<file path="src/rtl/alu_arbiter.sv">
// Arbitrates NUM_REQ requesters onto one shared combinational ALU and returns results over valid/ready.
// Define ALU_ARB_FIXED_PRIO_EN for fixed priority (lowest index wins); the default is round-robin.
module alu_arbiter #(
  parameter  int NUM_REQ = 4,
  localparam int ID_W    = (NUM_REQ > 1) ? $clog2(NUM_REQ) : 1
) (
  input  logic                  clk,
  input  logic                  rst,
  input  logic [NUM_REQ-1:0]    req_valid,
  output logic [NUM_REQ-1:0]    req_ready,
  input  logic [NUM_REQ*32-1:0] req_op1,
  input  logic [NUM_REQ*32-1:0] req_op2,
  input  logic [NUM_REQ*4-1:0]  req_sel,
  output logic [31:0]           alu_op1,
  output logic [31:0]           alu_op2,
  output logic [3:0]            alu_sel,
  input  logic [31:0]           alu_out,
  output logic                  rsp_valid,
  input  logic                  rsp_ready,
  output logic [31:0]           rsp_data,
  output logic [ID_W-1:0]       rsp_id
);

  typedef enum logic [1:0] {IDLE, EXEC, RESP} state_t;

  state_t            state_q, state_d;
  logic [31:0]       op1_q, op1_d;
  logic [31:0]       op2_q, op2_d;
  logic [3:0]        sel_q, sel_d;
  logic [ID_W-1:0]   gid_q, gid_d;
  logic [31:0]       rsp_data_q, rsp_data_d;
  logic [ID_W-1:0]   rsp_id_q, rsp_id_d;
  logic [ID_W-1:0]   rr_ptr;
  logic              grant_valid;
  logic [ID_W-1:0]   grant_id;

`ifdef ALU_ARB_FIXED_PRIO_EN
  assign rr_ptr = '0;
`else
  logic [ID_W-1:0] rr_ptr_q, rr_ptr_d;

  assign rr_ptr = rr_ptr_q;

  always_comb begin
    rr_ptr_d = rr_ptr_q;
    if (state_q == RESP && rsp_ready) begin
      rr_ptr_d = (gid_q == ID_W'(NUM_REQ - 1)) ? '0 : gid_q + 1'b1;
    end
  end

  always_ff @(posedge clk) begin
    if (rst) rr_ptr_q <= '0;
    else     rr_ptr_q <= rr_ptr_d;
  end
`endif

  // Scan from the highest offset down so the requester closest to rr_ptr wins.
  always_comb begin
    int idx;
    grant_valid = 1'b0;
    grant_id    = '0;
    for (int k = NUM_REQ - 1; k >= 0; k--) begin
      idx = int'(rr_ptr) + k;
      if (idx >= NUM_REQ) idx = idx - NUM_REQ;
      if (req_valid[idx]) begin
        grant_valid = 1'b1;
        grant_id    = ID_W'(idx);
      end
    end
  end

  always_comb begin
    state_d    = state_q;
    op1_d      = op1_q;
    op2_d      = op2_q;
    sel_d      = sel_q;
    gid_d      = gid_q;
    rsp_data_d = rsp_data_q;
    rsp_id_d   = rsp_id_q;
    req_ready  = '0;
    case (state_q)
      IDLE: begin
        if (grant_valid && !rst) begin
          req_ready[grant_id] = 1'b1;
          op1_d   = req_op1[32*grant_id +: 32];
          op2_d   = req_op2[32*grant_id +: 32];
          sel_d   = req_sel[4*grant_id +: 4];
          gid_d   = grant_id;
          state_d = EXEC;
        end
      end
      EXEC: begin
        // Codes above COPY1 are illegal and yield a zero result.
        rsp_data_d = (sel_q > 4'd10) ? 32'd0 : alu_out;
        rsp_id_d   = gid_q;
        state_d    = RESP;
      end
      RESP: begin
        if (rsp_ready) state_d = IDLE;
      end
      default: state_d = IDLE;
    endcase
  end

  always_ff @(posedge clk) begin
    if (rst) begin
      state_q    <= IDLE;
      op1_q      <= '0;
      op2_q      <= '0;
      sel_q      <= '0;
      gid_q      <= '0;
      rsp_data_q <= '0;
      rsp_id_q   <= '0;
    end else begin
      state_q    <= state_d;
      op1_q      <= op1_d;
      op2_q      <= op2_d;
      sel_q      <= sel_d;
      gid_q      <= gid_d;
      rsp_data_q <= rsp_data_d;
      rsp_id_q   <= rsp_id_d;
    end
  end

  assign alu_op1   = op1_q;
  assign alu_op2   = op2_q;
  assign alu_sel   = sel_q;
  assign rsp_valid = (state_q == RESP);
  assign rsp_data  = rsp_data_q;
  assign rsp_id    = rsp_id_q;

endmodule

</file>
<file path="config.mk">
export PLATFORM = sky130hd
export DESIGN_NAME = alu_arbiter
export DESIGN_NICKNAME = d
export VERILOG_FILES = /design/src/rtl/alu_arbiter.sv
export SDC_FILE = /design/constraint.sdc
export NUM_CORES = 1
export LEC_CHECK = 0
export CAP_MARGIN = 20
export CORE_AREA = 2 2 162 164
export DETAILED_ROUTE_END_ITERATION = 16
export DIE_AREA = 0 0 164 166
export PLACE_DENSITY = 0.66
export SLEW_MARGIN = 20
export SYNTH_ARGS = -nofsm -noshare
export SYNTH_HDL_FRONTEND = slang
export SYNTH_SLANG_ARGS = --single-unit
</file>
<file path="constraint.sdc">
create_clock -name clk -period 1.75 [get_ports clk]
set_input_delay 0.35 -clock clk [delete_from_list [all_inputs] [get_ports clk]]
set_output_delay 0.35 -clock clk [all_outputs]
set_load 0.01 [all_outputs]
</file>
### Yosys cells after proc, flatten, opt, wreduce, memory -nomap -nowiden

Index checks and enable logic that the tools add are counted.

| word-level totals | value |
|---|---|
| bits in latches | 0 |
| register bits | 108 |
| memories | 0 |
| bits in writable memories | 0 |
| output and inout bits | 107 |
| ROM bits | 0 |
| logic and storage cells | 75 |

| cells by class | value |
|---|---|
| magnitude comparators | 11 |
| div/mod/pow operators | 0 |
| eq/ne operators | 5 |
| multipliers | 0 |
| $add $sub $neg | 8 |
| bitwise operators | 0 |
| mux-type cells | 33 |
| shift operators | 3 |
| reductions and logical operators | 7 |

Operator list:

| kind | number |
|---|---|
| $shiftx A128 B8 Y32 | 2 |
| $mux W32 | 5 |
| $lt A32 B4 Y1 const B | 4 |
| $shiftx A16 B5 Y4 | 1 |
| $mux W2 | 7 |
| $mux W1 | 13 |
| $sub A3 B3 Y4 const B | 3 |
| $ge A3 B3 Y1 const B | 3 |
| $bmux W1 S2 | 4 |
| $mux W4 | 2 |
| $add A2 B2 Y3 const B | 2 |
| $pmux W2 S3 | 1 |
| $eq A2 B2 Y1 const B | 2 |
| $gt A4 B4 Y1 const B | 1 |
| $reduce_and A2 Y1 | 2 |
| $sub A2 B3 Y4 const B | 1 |
| $add A2 B1 Y3 const B | 1 |
| $ge A2 B3 Y1 const B | 1 |
| $logic_and A1 B1 Y1 | 3 |
| $lt A2 B3 Y1 const B | 1 |
| $add A2 B1 Y2 const B | 1 |
| $demux W1 S2 | 1 |
| $eq A2 B1 Y1 const B | 1 |
| $ge A2 B1 Y1 const B | 1 |
| other kinds (4) | 4 |

### Depth between registers and ports, before layout

| depth | value |
|---|---|
| word-level depth | 16 |
| gate-level depth with buffers | 8 |
| depth with buffers taken out | 5 |

### Least setup slack after synthesis

Ideal clock, no wire load.

| path | value |
|---|---|
| path type | register to output |
| start point | register rr_ptr_q[0], in the netlist rr_ptr[0] |
| end point | output req_ready[1] |
| path buffers | 2 |
| required time | 1.400 ns |
| path slack | -0.112 ns |
| arrival time | 1.512 ns |
| cell stages (with the launch flop) | 8 |
| path through | dfxtp_1 -> nand2b_1 -> nor2b_1 -> o22a_1 -> nand2b_2 -> buf_6 -> clkbuf_1 -> nor2_1 |

| on the way | value |
|---|---|
| longest elaborated chain between the ends | 16 |

Ends and longest elaborated chain:

| item | line | RTL |
|---|---|---|
| start: declaration | 40 | `logic [ID_W-1:0] rr_ptr_q, rr_ptr_d;` |
| start signal: assignment | 53 | `else rr_ptr_q <= rr_ptr_d;` |
| $add A2 B2 Y3 | 63 | `idx = int'(rr_ptr) + k;` |
| $sub A3 B3 Y4 or $ge A3 B3 Y1 (tied branches) | 64 | `if (idx >= NUM_REQ) idx = idx - NUM_REQ;` |
| $mux W32 | 64 |  |
| $bmux W1 S2 | 65 | `if (req_valid[idx]) begin` |
| $mux W1 (not written as such) (2 in series) | 65 |  |
| $mux W2 (4 in series) | 65 |  |
| $lt A2 B3 Y1 (not written as such) or $ge A2 B1 Y1 (tied branches) | 84 | `req_ready[grant_id] = 1'b1;` |
| $logic_and A1 B1 Y1 (not written as such) | 84 |  |
| $mux W1 (not written as such) | 84 |  |
| $demux W1 S2 | 84 |  |
| $mux W4 * | 83 | `if (grant_valid && !rst) begin` |
| $mux W4 * | 81 | `case (state_q)` |
| end: declaration | 10 | `output logic [NUM_REQ-1:0] req_ready,` |

Every way passes the cells marked *; elsewhere a longest branch is shown, timed or not. The select of a mux whose other input is x is not followed.

### Worst setup path after layout

| path | value |
|---|---|
| start point | register rr_ptr_q[0], in the netlist rr_ptr[0] |
| end point | output req_ready[0] |

Same word-level chain as after synthesis.

==> impl_metrics.yaml <==
outcome:
  status: "complete, but fails checks"
  violations: "negative setup slack"
yosys:
  synth_seq_cells: 108
  synth_edf_count: 0
  syn-cell-area_um2: 5280
  netlist_instances: 540
  synth_ff_type: "dfxtp_1"
  syn_area_per_cell_um2: 9.78
  yosys_warnings: 0
  synth_nets: 852
  synth-seq-area-share: 0.410
  async_flop_share: 0
  ys_types: 30
finish:
  area_growth_pct: 116
  drive_gt1_frac: 0.156
  fin_nets: 1310
  utilization: 0.444
  num_antenna_cells: 0
routing:
  via_count: 6117
  ant_nets: 0
  wl_per_cell_um: 18.7
  drt_iter0_drc: 254
  finalWirelength_mm: 25.1
  dr.pass1.iters: 4
  viasPerCell: 4.57
  drc_errors: 0
timing:
  setup_viol: 58
  slew_headroom: 0.701
  fin_crit_sh: 1.12
  whs_ns: 0.465
  setup_ws_ns: -0.218
  tightest_slew_ns: 0.449
  skew_ns: 0.0132
  slew_viol_final: 0
  max_freq_mhz: 508
  post-route-min-period_ns: 1.97
  final_hold_viol_count: 0
  rsz0062_at_grt: "yes"
power:
  ir_drop_mv: 0.430
  p_per_area_nw_per_um2: 714
  p_leak_nw: 4.75
worst_setup_path:
  crit_fanout: 5
  criticalPathCategory: "flip-flop to output port"
  r2r_slack_ns: -0.18
  cp_data_arrival_time_ns: 1.62
  crit_required_ns: 1.40
  crit_slowest_cell: "dfxtp_2"
  cpMostUsedCell: "nand2b_4"
  start_kind: "flip-flop"
  max_stage_delay_ns: 0.34
  crit_chain: "nand2b_4 -> nor2b_4 -> o22a_2 -> nand2b_4 -> nor2b_2 -> buf_6"
  end_kind: "output port"
clock_network:
  clock_latency_ns: 0.36
  cts_buffer_depth: 2
  cts_sinks: 108
  cts_root_buffer: "clkbuf_16"
  holdBufCountCts: 0
  cts_htree_levels: 3
  cts_buffers: 9
  clk_pin_slew_ns: 0.08
  cts_tree: "built"
global_routing:
  grt_pass1_wl_mm: 34.4
  antenna_found_initial: 0
  grt_pass1_vias: 6088
  overflow: 0
  grt_usage: 0.165
  grt_start_max_net_pins: 50
job:
  maxCapViolCount: 0
min_path:
  hold_class: "flip-flop to flip-flop"
placed_design:
  place_hpwl_mm: 17.4
  gp_congestion: 0.808
  io_buffer_count: 417
die:
  die_w_um: 164
  dieArea_um2: 27200
  num_rows: 59
  initial_core_util: 0.206
  fp.dieH_um: 166
  pin_count: 418
  core_area_um2: 25600
[layout make-up]
cell class / instances / area (um^2)
clock buffer: 9 / 225
clock inverter: 7 / 91.3
fill: 2465 / 14200
inverter: 2 / 7.51
multi-input combinational: 380 / 3180
sequential: 108 / 2170
tap: 335 / 419
timing repair buffer: 497 / 5280
[worst paths after layout]
check                  to  depth (start not counted)  startpoint
max reg2reg   alu_op1[14]                          9   rr_ptr[0]
min            alu_op2[7]                          2  alu_op2[7]
min reg2reg    alu_op2[7]                          2  alu_op2[7]
max          req_ready[0]                          6   rr_ptr[0]
[synth_stat cells (2+ instances only)]
cell type	n	area, um^2
mux2i_1	139	1390
dfxtp_1	108	2160
nand2_1	71	267
o221ai_1	68	596
nor2_1	40	150
a22oi_1	32	240
clkbuf_1	25	93.8
buf_2	19	95.1
a21oi_1	6	30.0
nand2b_1	5	31.3
nor2b_1	4	25.0
buf_6	3	33.8
a21o_1	2	15.0
buf_4	2	15.0
[power by group]
part | internal [mW] | switching (mW) | total, mW | leakage [nW]
registers | 2.74 | 0.162 | 2.90 | 0.890
clock network | 1.03 | 1.15 | 2.18 | 0.152
logic | 1.88 | 1.16 | 3.04 | 3.70
[routing by layer]
metal,track usage,part of all wire,vias to the layer above
met5,0,0,-
met1,0.187,0.40,2861
met4,0.0538,0.020,0
met2,0.291,0.50,278
li1,-,-,2948
met3,0.0495,0.081,30
[sequential cells by signal, indices dropped and copies added, names as in the netlist]
name	count
alu_op1	32
alu_op2	32
rsp_data	32
alu_sel	4
gid_q	2
rr_ptr	2
rsp_id	2
state_q	2
[cell families (layout without fill, tap and decap cells)]
kind of cell    Yosys count  count (layout)  synth area share
compound gates          113             113             0.177
buf+inv                  52             515            0.0472
simple gates            127             127             0.101
flops                   108             108             0.410
mux                     139             139             0.264
fa+ha+maj                 1               1           0.00237
[timing repair]
item | in CTS | in global routing
gates cloned | 5 | 10
buffers inserted | 2 | 23
pin swaps | 5 | 38
gates resized for setup | 59 | 74
setup endpoints to repair | 73 | 73
[critical path: cells and delay by family, from the launching register on]
kind | cells | cell delay (ns)
DFF | 1 | 0.34
buffers and inverters | 1 | 0.12
and+or+nand+nor | 4 | 0.58
AOI/OAI and AO/OA | 1 | 0.23
[placed cells by master (no fill, tap or decap), types with 2 or more instances in the layout]
cell type | synthesis | final
buf_12 | 0 | 12
nor2_2 | 0 | 2
buf_6 | 3 | 15
o221ai_2 | 0 | 12
clkinv_8 | 0 | 4
dfxtp_2 | 0 | 4
a21oi_1 | 6 | 5
mux2i_4 | 0 | 10
o221ai_1 | 68 | 56
dlygate4sd2_1 | 0 | 4
nand2b_4 | 0 | 2
a21o_1 | 2 | 2
mux2i_1 | 139 | 118
nand2_1 | 71 | 71
mux2i_2 | 0 | 11
buf_16 | 0 | 6
nor2b_4 | 0 | 2
inv_2 | 1 | 2
clkdlybuf4s50_1 | 0 | 408
buf_4 | 2 | 36
buf_8 | 0 | 4
a22oi_1 | 32 | 32
nand2b_1 | 5 | 4
dfxtp_1 | 108 | 104
inv_6 | 0 | 2
nor2_1 | 40 | 37
clkbuf_16 | 0 | 19
[through the flow]
step / cell area [um^2] / power [mW] / setup slack, ns / setup TNS (ns) / std cells
3_3_place_gp: 10100 / 5.56 / -0.889 / -49.45 / 1284
5_1_grt: 11400 / 8.53 / -0.267 / -10.47 / 1338
2_1_floorplan: 5290 / 3.95 / -0.0139 / -0.0139 / 540
3_5_place_dp: 10100 / 5.58 / -0.902 / -52.03 / 1284
4_1_cts: 10700 / 7.95 / -0.251 / -7.15 / 1307
6_report: 11400 / 8.12 / -0.218 / -6.83 / 1338
Note: power is estimated with default switching activity, not from simulation.
==> RTL change 1, RTL diff (same flow settings) <==
Build with the macro `ALU_ARB_FIXED_PRIO_EN` defined.
--- a/src/rtl/alu_arbiter.sv
+++ b/src/rtl/alu_arbiter.sv
@@ -1,5 +1,7 @@
 // Arbitrates NUM_REQ requesters onto one shared combinational ALU and returns results over valid/ready.
 // Define ALU_ARB_FIXED_PRIO_EN for fixed priority (lowest index wins); the default is round-robin.
+`define ALU_ARB_FIXED_PRIO_EN
+
 module alu_arbiter #(
   parameter  int NUM_REQ = 4,
   localparam int ID_W    = (NUM_REQ > 1) ? $clog2(NUM_REQ) : 1
Function: changed (Yosys sat finds a counterexample within 4 cycles, from zero or initial values and one cycle with rst high).
==> RTL change 1 against the unedited design <==
Cell area rose by 11%. The run still ends with negative setup slack left. Area after synthesis is 42% higher. Final cell count is 30% higher. First-iteration DRC count increased by 83%. Largest cell class is now multi-input gates. Count of clock-buffer cells in the layout up 1. Sequential cell count shrank 2. Register-to-register slack improved by 300 ps. Synthesized cell count up 91%. Critical endpoint is now req_ready[3]. Routed wire length increased by 26%. Global-route usage up 5.5 points. Setup slack better by 140 ps. Power rose by 0.99%.
==> RTL change 1: results (changes against the unedited design) <==
Critical-path top delay cell=dfxtp_2 (unchanged); drt first-iter violations=466 (was 254); crit path DAT=1480 ps (was 1620 ps); final net count=1708 (was 1310); Critical Path Fanout Max=3 (was 5); area delta synth->final=68.3% (was 116%); status=finished, violations left (unchanged); Post-synth top cells=nor3b_1, a21oi_1, dfxtp_1 (was mux2i_1, dfxtp_1, nand2_1); ranking of synthesized cells by area=dfxtp_1, nor3b_1, a21oi_1 (was dfxtp_1, mux2i_1, o221ai_1); Worst Skew=14.7 ps (was 13.2 ps); register area=2120 um2 (was 2170 um2); final setup fails=1 (was 58); Via-to-Cell Ratio=5.07 (was 4.57); layout cells sized above 1=0.101 (was 0.156); CTS Root Cell=clkbuf_16 (unchanged); Max transition margin=0.337 (was 0.701); Signal buffers=472 (was 497); switch share=0.304 (was 0.303); sequential fraction of the synthesis area=0.283 (was 0.410); vias in the first global route=8297 (was 6088); largest net degree at the start of global routing=98 (was 50); Non-clock buffer share=0.382 (was 0.464); clock share of power=0.280 (was 0.268); post-cts sizing count=23 (was 59); fill count=2519 (was 2465); clock sinks=106 (was 108); multi-input logic portion of the cell area=0.390 (was 0.280); Pleak=4.39 nW (was 4.75 nW); setup ws final=-75.7 ps (was -218 ps); dpl ws=-441 ps (was -902 ps); Worst VDD drop=0.000466 V (was 0.000430 V); failing checks=negative setup slack (unchanged); synth unique cells=33 (was 30); GPL Wtd Cong=0.840 (was 0.808); first-pass GRT wire length=47200 um (was 34400 um); DRT Wirelength=31600 um (was 25100 um); Inverters=4 (was 2); net count after synthesis=1342 (was 852); dpl hpwl=23200 um (was 17400 um)
-- RTL change 1: changes by cell type after synthesis, moves of 32 or more --
cell | unedited run | this run
a31o_2 | 0 | 47
o21ai_0 | 0 | 69
mux2i_1 | 139 | 0
nand2b_1 | 5 | 71
nand2_1 | 71 | 103
o211ai_1 | 0 | 32
a21oi_1 | 6 | 106
a22oi_1 | 32 | 0
o221ai_1 | 68 | 0
clkbuf_1 | 25 | 95
nor3b_1 | 0 | 134
nor2b_1 | 4 | 70
o31ai_1 | 0 | 67
-- RTL change 1: per-stage QoR --
step / cells / setup TNS, ps / util
6_report: 1737 / -75.7 / 0.492
5_1_grt: 1737 / -172 / 0.492
4_1_cts: 1736 / -86.8 / 0.491
3_5_place_dp: 1718 / -29500 / 0.478
3_3_place_gp: 1718 / -26130 / 0.478
2_1_floorplan: 1031 / 0 / -
-- RTL change 1: path summary, 6_finish.rpt --
path	start	endpoint	slack, ps	cells after the start
max	state_q[1]	req_ready[3]	-80	5
min	rst	rsp_id[0]	390	3
max reg2reg	state_q[1]	alu_op1[18]	120	7
min reg2reg	gid_q[0]	rsp_id[0]	440	2
-- RTL change 1: metal layers --
| layer | part of all wire | GRT usage |
|---|---|---|
| met3 | 0.074 | 0.0509 |
| met4 | 0.017 | 0.0549 |
| met2 | 0.48 | 0.376 |
| met5 | 0 | 0 |
| met1 | 0.43 | 0.278 |
-- RTL change 1: cell families (layout without fill, tap and decap cells) --
kind of cell           Yosys count  in the layout  share of synthesized area
and+or+nand+nor                458            458                      0.348
buffers and inverters          121            492                     0.0691
DFF                            106            106                      0.283
AOI/OAI and AO/OA              346            346                      0.299
-- RTL change 1: worst min-delay path, cell delays in order --
cell and delay, ps:
buf_4 160, buf_4 150, a21oi_1 30
==> RTL change 2, RTL diff (same settings) <==
Without the edit above. Take the reset off `op1_q`, `op2_q` and `rsp_data_q` and load them in a clocked block of their own.
--- a/src/rtl/alu_arbiter.sv
+++ b/src/rtl/alu_arbiter.sv
@@ -105,21 +105,21 @@
   always_ff @(posedge clk) begin
     if (rst) begin
       state_q    <= IDLE;
-      op1_q      <= '0;
-      op2_q      <= '0;
       sel_q      <= '0;
       gid_q      <= '0;
-      rsp_data_q <= '0;
       rsp_id_q   <= '0;
     end else begin
       state_q    <= state_d;
-      op1_q      <= op1_d;
-      op2_q      <= op2_d;
       sel_q      <= sel_d;
       gid_q      <= gid_d;
-      rsp_data_q <= rsp_data_d;
       rsp_id_q   <= rsp_id_d;
     end
+  end
+
+  always_ff @(posedge clk) begin
+    op1_q      <= op1_d;
+    op2_q      <= op2_d;
+    rsp_data_q <= rsp_data_d;
   end
 
   assign alu_op1   = op1_q;
Behaviour: differs if rst is asserted again (counterexample within 4 cycles, from zero or initial values and one cycle with rst high); with rst held inactive, the same outputs for 4 cycles.
==> RTL change 2 against the unedited design <==
The flow still finishes with violations (negative setup slack). Cell area grew 4.5%. Clock power up 4%. Synthesized cell count decreased by 22%. Sequential cell count is the same. Non-clock buffer count down 15. Power rose by 0.95%. Setup slack got worse by 87 ps. Area after synthesis is 13% higher. Maximum frequency fell by 4.3%. Routed wire length is 8.1% lower. Combinational power is 10% lower. Hold slack worse by 100 ps. Register-to-register slack better by 50 ps. Largest power group is now registers. Highest routed layer unchanged.
==> RTL change 2: results (changes against the unedited design) <==
drt drc=0 (unchanged); CTS Buf Count=9 (unchanged); Critical-path top delay cell=or4_4 (was dfxtp_2); synth unique cells=29 (was 30); Port Buffers=417 (unchanged); Top FF cell, synth=edfxtp_1 (was dfxtp_1); initial antenna violation count=0 (unchanged); vias in the first global route=5719 (was 6088); GR Util met1=0.184 (was 0.187); layout cells sized above 1=0.148 (was 0.156); ys async rst share=0 (unchanged); Worst-Margin Slew=546 ps (was 449 ps); M3 GR Usage=0.0447 (was 0.0495); Post-synth top cells=mux2i_1, edfxtp_1, and2_1 (was mux2i_1, dfxtp_1, nand2_1); net count after synthesis=734 (was 852); GR Overflow Total=0 (unchanged); Worst VDD drop=0.000353 V (was 0.000430 V); worst skew pair latency=360 ps (about the same); first-pass GRT wire length=33200 um (was 34400 um); failing checks=negative setup slack (unchanged); final net count=1198 (was 1310); final setup fails=131 (was 58); crit-path leading delay family=simple AND/OR/NAND/NOR gates (unchanged); drt first-iter violations=205 (was 254); wire per inst=18.8 um (was 18.7 um); setup ws final=-305 ps (was -218 ps); Tot GR Track Use=0.163 (was 0.165); Via-to-Cell Ratio=4.29 (was 4.57); Critical Path Fanout Max=4 (was 5); Yosys Warn Count=0 (unchanged); CTS clk-pin slew, worst paths=90 ps; min-delay worst type=input pin to flop (was flop to flop); Post-synth EDFFs=96 (was 0); r2r setup slk=-130 ps (was -180 ps); final hold slack=360 ps (was 465 ps); dpl hpwl=16700 um (was 17400 um); Ant. Diodes=0 (unchanged); Pleak=4.37 nW (was 4.75 nW); Worst Skew=12.9 ps (was 13.2 ps); crit path DAT=1700 ps (was 1620 ps); DR pass1 iterations=6 (was 4); met2 usage=0.295 (was 0.291); CTS Root Cell=clkbuf_16 (unchanged); htree depth=3 (unchanged); sequential fraction of the synthesis area=0.526 (was 0.410); status=finished, violations left (unchanged); ranking of synthesized cells by area=edfxtp_1, mux2i_1, dfxtp_1 (was dfxtp_1, mux2i_1, o221ai_1); GPL Wtd Cong=0.802 (was 0.808); slowest stage delay, CP=600 ps (was 340 ps); largest net degree at the start of global routing=37 (was 50); worst-case clock buffer depth=2 (unchanged)
==> RTL change 2: changes by cell type in the layout (fill, tap and decap cells not counted), sizes merged, moves of 32 or more <==
cell    unedited run  this run
and2               0        32
o221ai            68         4
a22oi             32         0
edfxtp             0        96
nor2              41         9
mux2i            139       202
nand2             72         7
dfxtp            108        12
==> RTL change 2: worst paths after layout <==
path / from / end / depth (start not counted)
max: state_q[1] / req_ready[2] / 5
max reg2reg: state_q[1] / alu_op1[3] / 3
min: rst / rr_ptr[1] / 3
min reg2reg: rsp_id[0] / rsp_id[0] / 2
==> RTL change 2: area by class of cell <==
| type | instances | area (um2) |
|---|---|---|
| Timing Repair Buffer | 482 | 5230 |
| Tap cell | 335 | 419 |
| Clock buffer | 9 | 225 |
| Fill cell | 2328 | 13700 |
| Clock inverter | 7 | 92.6 |
| Inverter | 4 | 31.3 |
| Sequential cell | 108 | 3130 |
| Multi-Input combinational cell | 281 | 2760 |
==> RTL change 2: logic make-up (layout without fill, tap and decap cells) <==
logic type | after synthesis | in the layout | synth area share
buffers and inverters | 33 | 502 | 0.0529
adder cells (fa/ha/maj) | 1 | 1 | 0.00211
AO/OA/AOI/OAI | 14 | 14 | 0.0171
multiplexers | 202 | 202 | 0.340
flip-flops | 108 | 108 | 0.526
AND/OR/NAND/NOR | 64 | 64 | 0.0617
==> RTL change 2: timing repair <==
item | in CTS | in global routing
buffers inserted | 14 | 8
pin swaps | 5 | 8
gates resized for setup | 100 | 55
endpoints found under the setup margin | 139 | 137
gates cloned | 13 | 5
==> RTL change 2: stage by stage <==
step | TNS, ps | instance area, um2 | utilization | setup slack [ps] | std cells
after detailed placement | -110190 | 10600 | 0.416 | -989 | 1181
after CTS | -18310 | 11700 | 0.458 | -341 | 1224
after global placement | -104500 | 10600 | 0.416 | -975 | 1181
final | -9920 | 11900 | 0.464 | -305 | 1226
after floorplan | -29.1 | 6020 | - | -14.5 | 422
after global routing | -17640 | 11900 | 0.464 | -355 | 1226
==> RTL change 2: routing by layer <==
layer	wire [um]	share of wire	up-vias
met5	0	0	-
met4	476	0.021	0
met3	1760	0.076	29
met2	11900	0.52	234
met1	8900	0.39	2458
li1	-	-	2536
==> RTL change 2: worst register-to-register path, cell delays in order, from the launching register on <==
cell and delay, ps:
dfxtp_2 330, or4_4 600, inv_16 100, buf_4 440
==> RTL change 2: power by group <==
group / total, mW / internal (mW) / switching (mW)
clock network: 2.26 / 1.15 / 1.11
registers: 3.21 / 3.13 / 0.0810
logic: 2.73 / 1.72 / 1.01
